==> config.mk <==
export PLATFORM = sky130hd
export DESIGN_NAME = depth_pyr_down
export DESIGN_NICKNAME = d
export VERILOG_FILES = /design/src/rtl/depth_pyr_down.sv
export SDC_FILE = /design/constraint.sdc
export NUM_CORES = 1
export LEC_CHECK = 0
export CORE_UTILIZATION = 25
export CTS_CLUSTER_DIAMETER = 100
export DETAILED_ROUTE_END_ITERATION = 8
export GPL_ROUTABILITY_DRIVEN = 0
export PLACE_DENSITY = 0.4
export SYNTH_ARGS = -nofsm -noshare
export SYNTH_HDL_FRONTEND = slang
export SYNTH_SLANG_ARGS = --single-unit
==> constraint.sdc <==
create_clock -name i_clk -period 11.2 [get_ports i_clk]
set_clock_uncertainty 0.05 [all_clocks]
set_input_delay 1.68 -clock i_clk [delete_from_list [all_inputs] [get_ports i_clk]]
set_output_delay 1.68 -clock i_clk [all_outputs]
set_load 0.01 [all_outputs]
==> src/rtl/depth_pyr_down.sv <==
// depth_pyr_down: 2x2 depth pyramid downsampler with an invalid-depth (0) rule and a row-pair SRAM buffer.
// Optional PYR_ROUND_EN: round half-up on the 2x2 average instead of truncating.
package RgbdVoConfigPk;
   parameter int DATA_DEPTH_BW = 16;
   parameter int H_SIZE_BW     = 11;
   parameter int V_SIZE_BW     = 10;
endpackage

module depth_pyr_down
   import RgbdVoConfigPk::*;
(
   input  logic                     i_clk,
   input  logic                     i_rst,
   input  logic                     i_frame_start,
   input  logic                     i_frame_end,
   input  logic                     i_valid,
   input  logic [DATA_DEPTH_BW-1:0] i_depth0,
   input  logic [H_SIZE_BW-1:0]     r_hsize,
   input  logic [V_SIZE_BW-1:0]     r_vsize,
   output logic                     o_sram_WENA,
   output logic [H_SIZE_BW-2:0]     o_sram_AA,
   output logic [H_SIZE_BW-2:0]     o_sram_AB,
   output logic [DATA_DEPTH_BW+1:0] o_sram_DA,
   input  logic [DATA_DEPTH_BW+1:0] i_sram_QB,
   output logic                     o_frame_start,
   output logic                     o_frame_end,
   output logic                     o_valid,
   output logic [DATA_DEPTH_BW-1:0] o_depth
);
   typedef enum logic {IDLE, ACTIVE} state_t;
   state_t r_state, w_state_nxt;
   logic [H_SIZE_BW-1:0]     r_x, w_px, w_x_nxt;
   logic [V_SIZE_BW-1:0]     r_y, w_py, w_y_nxt;
   logic                     w_acc, w_in, w_wr, w_rd, w_out, w_xw, w_yw, w_pflag;
   logic [DATA_DEPTH_BW-1:0] r_hold, r_depth, w_avg;
   logic                     r_rd_pend, r_valid, r_fs, r_fe;
   logic [DATA_DEPTH_BW+1:0] r_qb, w_qb, r_da, w_da, w_sum4, w_rnd;
   logic [H_SIZE_BW-2:0]     r_aa, r_ab;
   logic [DATA_DEPTH_BW:0]   w_psum;

   // a frame start makes the same-cycle pixel (0,0), whatever the counters held
   always_comb begin
      w_acc       = !i_rst && i_valid && (i_frame_start || r_state == ACTIVE);
      w_px        = i_frame_start ? '0 : r_x;
      w_py        = i_frame_start ? '0 : r_y;
      w_xw        = w_px == r_hsize - H_SIZE_BW'(1);
      w_yw        = w_py == r_vsize - V_SIZE_BW'(1);
      w_x_nxt     = w_acc ? (w_xw ? '0 : w_px + H_SIZE_BW'(1)) : w_px;
      w_y_nxt     = (w_acc && w_xw) ? (w_yw ? '0 : w_py + V_SIZE_BW'(1)) : w_py;
      w_state_nxt = i_frame_start ? ACTIVE : i_frame_end ? IDLE : r_state;
      w_in        = w_acc && ({w_px[H_SIZE_BW-1:1], 1'b1} < r_hsize)
                          && ({w_py[V_SIZE_BW-1:1], 1'b1} < r_vsize);
      w_psum      = {1'b0, r_hold} + {1'b0, i_depth0};
      w_pflag     = (r_hold == '0) || (i_depth0 == '0);
      w_da        = {w_pflag, w_psum};
      w_wr        = w_in && !w_py[0] && w_px[0];
      w_rd        = w_in && w_py[0] && !w_px[0];
      w_out       = w_in && w_py[0] && w_px[0];
      w_qb        = r_rd_pend ? i_sram_QB : r_qb;
      w_sum4      = {1'b0, w_qb[DATA_DEPTH_BW:0]} + {1'b0, w_psum};
`ifdef PYR_ROUND_EN
      w_rnd       = w_sum4 + (DATA_DEPTH_BW+2)'(2);
`else
      w_rnd       = w_sum4;
`endif
      w_avg       = DATA_DEPTH_BW'(w_rnd >> 2);
   end

   always_ff @(posedge i_clk) begin
      if (i_rst) begin
         r_state   <= IDLE;
         r_x       <= '0;
         r_y       <= '0;
         r_hold    <= '0;
         r_rd_pend <= 1'b0;
         r_qb      <= '0;
         r_aa      <= '0;
         r_ab      <= '0;
         r_da      <= '0;
         r_valid   <= 1'b0;
         r_depth   <= '0;
         r_fs      <= 1'b0;
         r_fe      <= 1'b0;
      end else begin
         r_state   <= w_state_nxt;
         r_x       <= w_x_nxt;
         r_y       <= w_y_nxt;
         if (w_acc && !w_px[0]) r_hold <= i_depth0;
         r_rd_pend <= w_rd;
         if (r_rd_pend) r_qb <= i_sram_QB;
         if (w_wr) begin
            r_aa <= w_px[H_SIZE_BW-1:1];
            r_da <= w_da;
         end
         if (w_rd) r_ab <= w_px[H_SIZE_BW-1:1];
         r_valid   <= w_out;
         if (w_out) r_depth <= (w_pflag || w_qb[DATA_DEPTH_BW+1]) ? '0 : w_avg;
         r_fs      <= i_frame_start;
         r_fe      <= i_frame_end;
      end
   end

   // SRAM ports are live in the pixel cycle so a read can follow a write of the same word
   assign o_sram_WENA   = !w_wr;
   assign o_sram_AA     = w_wr ? w_px[H_SIZE_BW-1:1] : r_aa;
   assign o_sram_DA     = w_wr ? w_da : r_da;
   assign o_sram_AB     = w_rd ? w_px[H_SIZE_BW-1:1] : r_ab;
   assign o_valid       = r_valid;
   assign o_depth       = r_depth;
   assign o_frame_start = r_fs;
   assign o_frame_end   = r_fe;
endmodule

==> results.sh <==
export IMPL_status="finished clean"
export IMPL_critical_path_class="primary input to output port"
export IMPL_grt_first_pass_wirelength_um=35500
export IMPL_drc=0
export IMPL_htree_levels=4
export IMPL_start_util_pct=25.7
export IMPL_routed_wl_met3_um=1020
export IMPL_die_area_mm2=0.0297
export IMPL_syn_inst=856
export IMPL_place_ws_ps=3320
export IMPL_clkLatencyLatePin_ps=420
export IMPL_drive_gt1_share_pct=9.61
export IMPL_rsz0062_at_grt="false"
export IMPL_worstSetupStartpointType="primary input"
export IMPL_max_cap_violations=0
export IMPL_die_w_um=172
export IMPL_synth_area_leader_cell="dfxtp_1"
export IMPL_cp_arrival_ps=6100
export IMPL_synthArstFlopShare_pct=0
export IMPL_rr_startpoint="r_hold[0]"
export IMPL_r2r_end="o_depth[14]"
export IMPL_powerDensity_mw_per_mm2=122
export IMPL_fillers=2950
export IMPL_setup_viol=0
export IMPL_wl_per_cell_um=16.6
export IMPL_r2r_slack_ps=7020
export IMPL_cts_root_buf="clkbuf_16"
export IMPL_ir_drop_mv=0.0783
export IMPL_syn_to_final_growth_pct=30.6
export IMPL_multi_input_comb_area_mm2=0.00466
export IMPL_die_h_um=172
export IMPL_fin_crit_sh_pct=69.9
export IMPL_synth_nets=971
export IMPL_synth_seq_cells=114
export IMPL_slew_viol_final=0
export IMPL_rows=61
export IMPL_grt_max_degree=47
export IMPL_dp_hpwl_um=17300
export IMPL_hp_start="r_ab[9]"
export IMPL_hold_violations=0
export IMPL_hold_depth=2
export IMPL_final_nets=1081
export IMPL_cts_post_setup_buffers_inserted=0
export IMPL_fin_setup_tns_ps=0
export IMPL_post_route_min_period_ps=7830
export IMPL_grt_overflow_total=0
export IMPL_drtAntennaViolNets=0
export IMPL_critPathMaxFanout=28
export IMPL_reg2reg_depth=17
export IMPL_core_mm2=0.0282
export IMPL_antenna_found_initial=2
export IMPL_yosys_warnings=0
export IMPL_critPathMaxStageDelay_ps=690
export IMPL_critPathBufInv=4
export IMPL_min_path_type="flop to flop"
export IMPL_clockBufferDepth=2
export IMPL_grt_pass1_vias=6324
export IMPL_first_iter_violations=299
export IMPL_worst_slack_ps=3370
export IMPL_yosys_cell_types_count=62
export IMPL_synth_top_area_share_pct=31.5
export IMPL_routed_wl_um=22500
export IMPL_fmax_mhz=128
export IMPL_final_common_cell="clkdlybuf4s50_1"
export IMPL_final_cell_mix="clkdlybuf4s50_1 (116), dfxtp_1 (114), nor2_1 (78)"
export IMPL_tritoncts="done"
export IMPL_cts_hold_buf=0
export IMPL_clock_sinks=114
export IMPL_required_ps=9470
export IMPL_tightest_slew_ps=1150
export IMPL_vias_per_cell=4.66
export IMPL_leakage_nw=3.88
export IMPL_cp_top_family="simple AND/OR/NAND/NOR gates"
export IMPL_ff_latch_area_mm2=0.00228
export IMPL_io_pins=118
export IMPL_cts_repair_resize_count=0
export IMPL_dr_max_layer_used="met5"
export IMPL_synth_cell_area_mm2=0.00725
export IMPL_critPathSlowestCell="o41ai_1"
export IMPL_wl_met1_um=10400
export IMPL_vias=6328
export IMPL_crit_path_start="i_frame_start"
export IMPL_hold_end="r_ab[9]"
export IMPL_path_cells="clkdlybuf4s50_1, buf_4, nand2b_1, inv_1, ha_1, o211ai_1, a31oi_1, o41ai_1, o211ai_1, or3_1, or2_2, nand2_1, clkdlybuf4s50_1"
export IMPL_ys_top_cells_by_area="dfxtp_1 (31%), ha_1 (9.3%), mux2_2 (5.6%), xnor2_1 (5.1%), nor2_1 (4.1%)"
export IMPL_relSlewSlack_pct=23.0
export IMPL_dr_pass1_iters=5
export IMPL_cp_end_kind="output port"
export IMPL_postSynthAreaPerCell_um2=8.47
export IMPL_port_buffers=117
export IMPL_track_usage_pct=15.9
export IMPL_route_met2_wl_um=10700
export IMPL_yosysSeqAreaShare_pct=31.5
export IMPL_synth_ff_type="dfxtp_1"
export IMPL_cts_reportedPaths_clkPinSlew_ps=50
export IMPL_synth_edf_count=0
export IMPL_cts_buffers=17
final cells by class:
cell class,count,share of cell area [%]
flip-flops and latches,114,24.1
clock inverters,9,1.61
diodes,1,0.0264
multi-input cells,655,49.2
well taps,378,5.00
clock buffers,22,5.11
repair buffers,122,12.7
inverters,56,2.22
sequential cells by signal (all words and copies together) (netlist names), 10 cells and up:
name	flops
r_ab	10
o_depth	16
r_da	18
r_aa	10
r_x	11
r_qb	18
r_y	10
r_hold	16
worst register-to-register path, delay by kind of cell, from the launching register on:
kind	cells	cell delay (ps)
xor gates and xnor gates	1	170
adders and majority gates	3	930
DFF	1	350
AOI/OAI and AO/OA	7	1500
buffers and inverters	1	50
and+or+nand+nor	5	1030
where the power goes:
group | switching (mW) | internal, mW | leakage [nW] | total, mW
Sequential | 0.00323 | 0.409 | 0.920 | 0.413
Combinational | 0.0823 | 0.0631 | 2.64 | 0.145
Clock | 0.203 | 0.394 | 0.316 | 0.597
Total | 0.288 | 0.867 | 3.88 | 1.16
stage by stage:
stage | hold WS (ps) | std cells | total power [mW] | area (um2) | utilization, %
4_1_cts | 410 | 1356 | 1.18 | 9470 | 33.6
3_5_place_dp | 402 | 1325 | 0.569 | 8830 | 31.3
5_1_grt | 435 | 1356 | 1.21 | 9470 | 33.6
2_1_floorplan | 389 | 856 | 0.506 | 7250 | -
6_report | 407 | 1357 | 1.16 | 9470 | 33.6
3_3_place_gp | 399 | 1325 | 0.570 | 8830 | 31.3
synthesized netlist by cell type, types with 5 or more instances:
library cell and number:
a211o_1 7, a21o_1 12, a21oi_1 47, a22o_1 10
a22oi_1 6, a31oi_1 5, and2_1 45, and3_1 13
buf_2 8, clkbuf_1 23, dfxtp_1 114, ha_1 54
inv_1 53, mux2_2 36, mux2i_1 20, nand2_1 58
nand2b_1 6, nand3_1 17, nand4_1 12, nor2_1 79
nor2b_1 18, nor3_1 18, nor4_1 17, o211ai_1 12
o21a_1 6, o21ai_0 30, o31ai_1 7, or2_2 6
or3_1 7, xnor2_1 42, xor2_1 8
per-layer routing:
metal	up-vias	GRT usage (%)
li1	3259	-
met1	2917	19.6
met2	122	26.8
met3	28	3.82
met4	2	5.69
met5	-	0
worst max-delay path by stage:
stage	to	slack, ps	cells after the start
2_1_floorplan	o_sram_AB[0]	5230	13
4_1_cts	o_sram_AB[0]	3290	13
6_report	o_sram_AB[0]	3370	13
5_1_grt	o_sram_AB[5]	3120	13
3_5_place_dp	o_sram_AB[0]	3320	13
3_3_place_gp	o_sram_AB[0]	3410	13
logic make-up after synthesis:
kind of cell | Yosys count | synth area share, %
AO/OA/AOI/OAI | 169 | 15.7
XOR/XNOR | 52 | 6.66
adder cells (fa/ha/maj) | 55 | 9.59
buffers and inverters | 87 | 4.64
flip-flops | 114 | 31.5
multiplexers | 57 | 8.54
AND/OR/NAND/NOR | 322 | 23.4
Note: power is estimated with default switching activity, not from simulation.
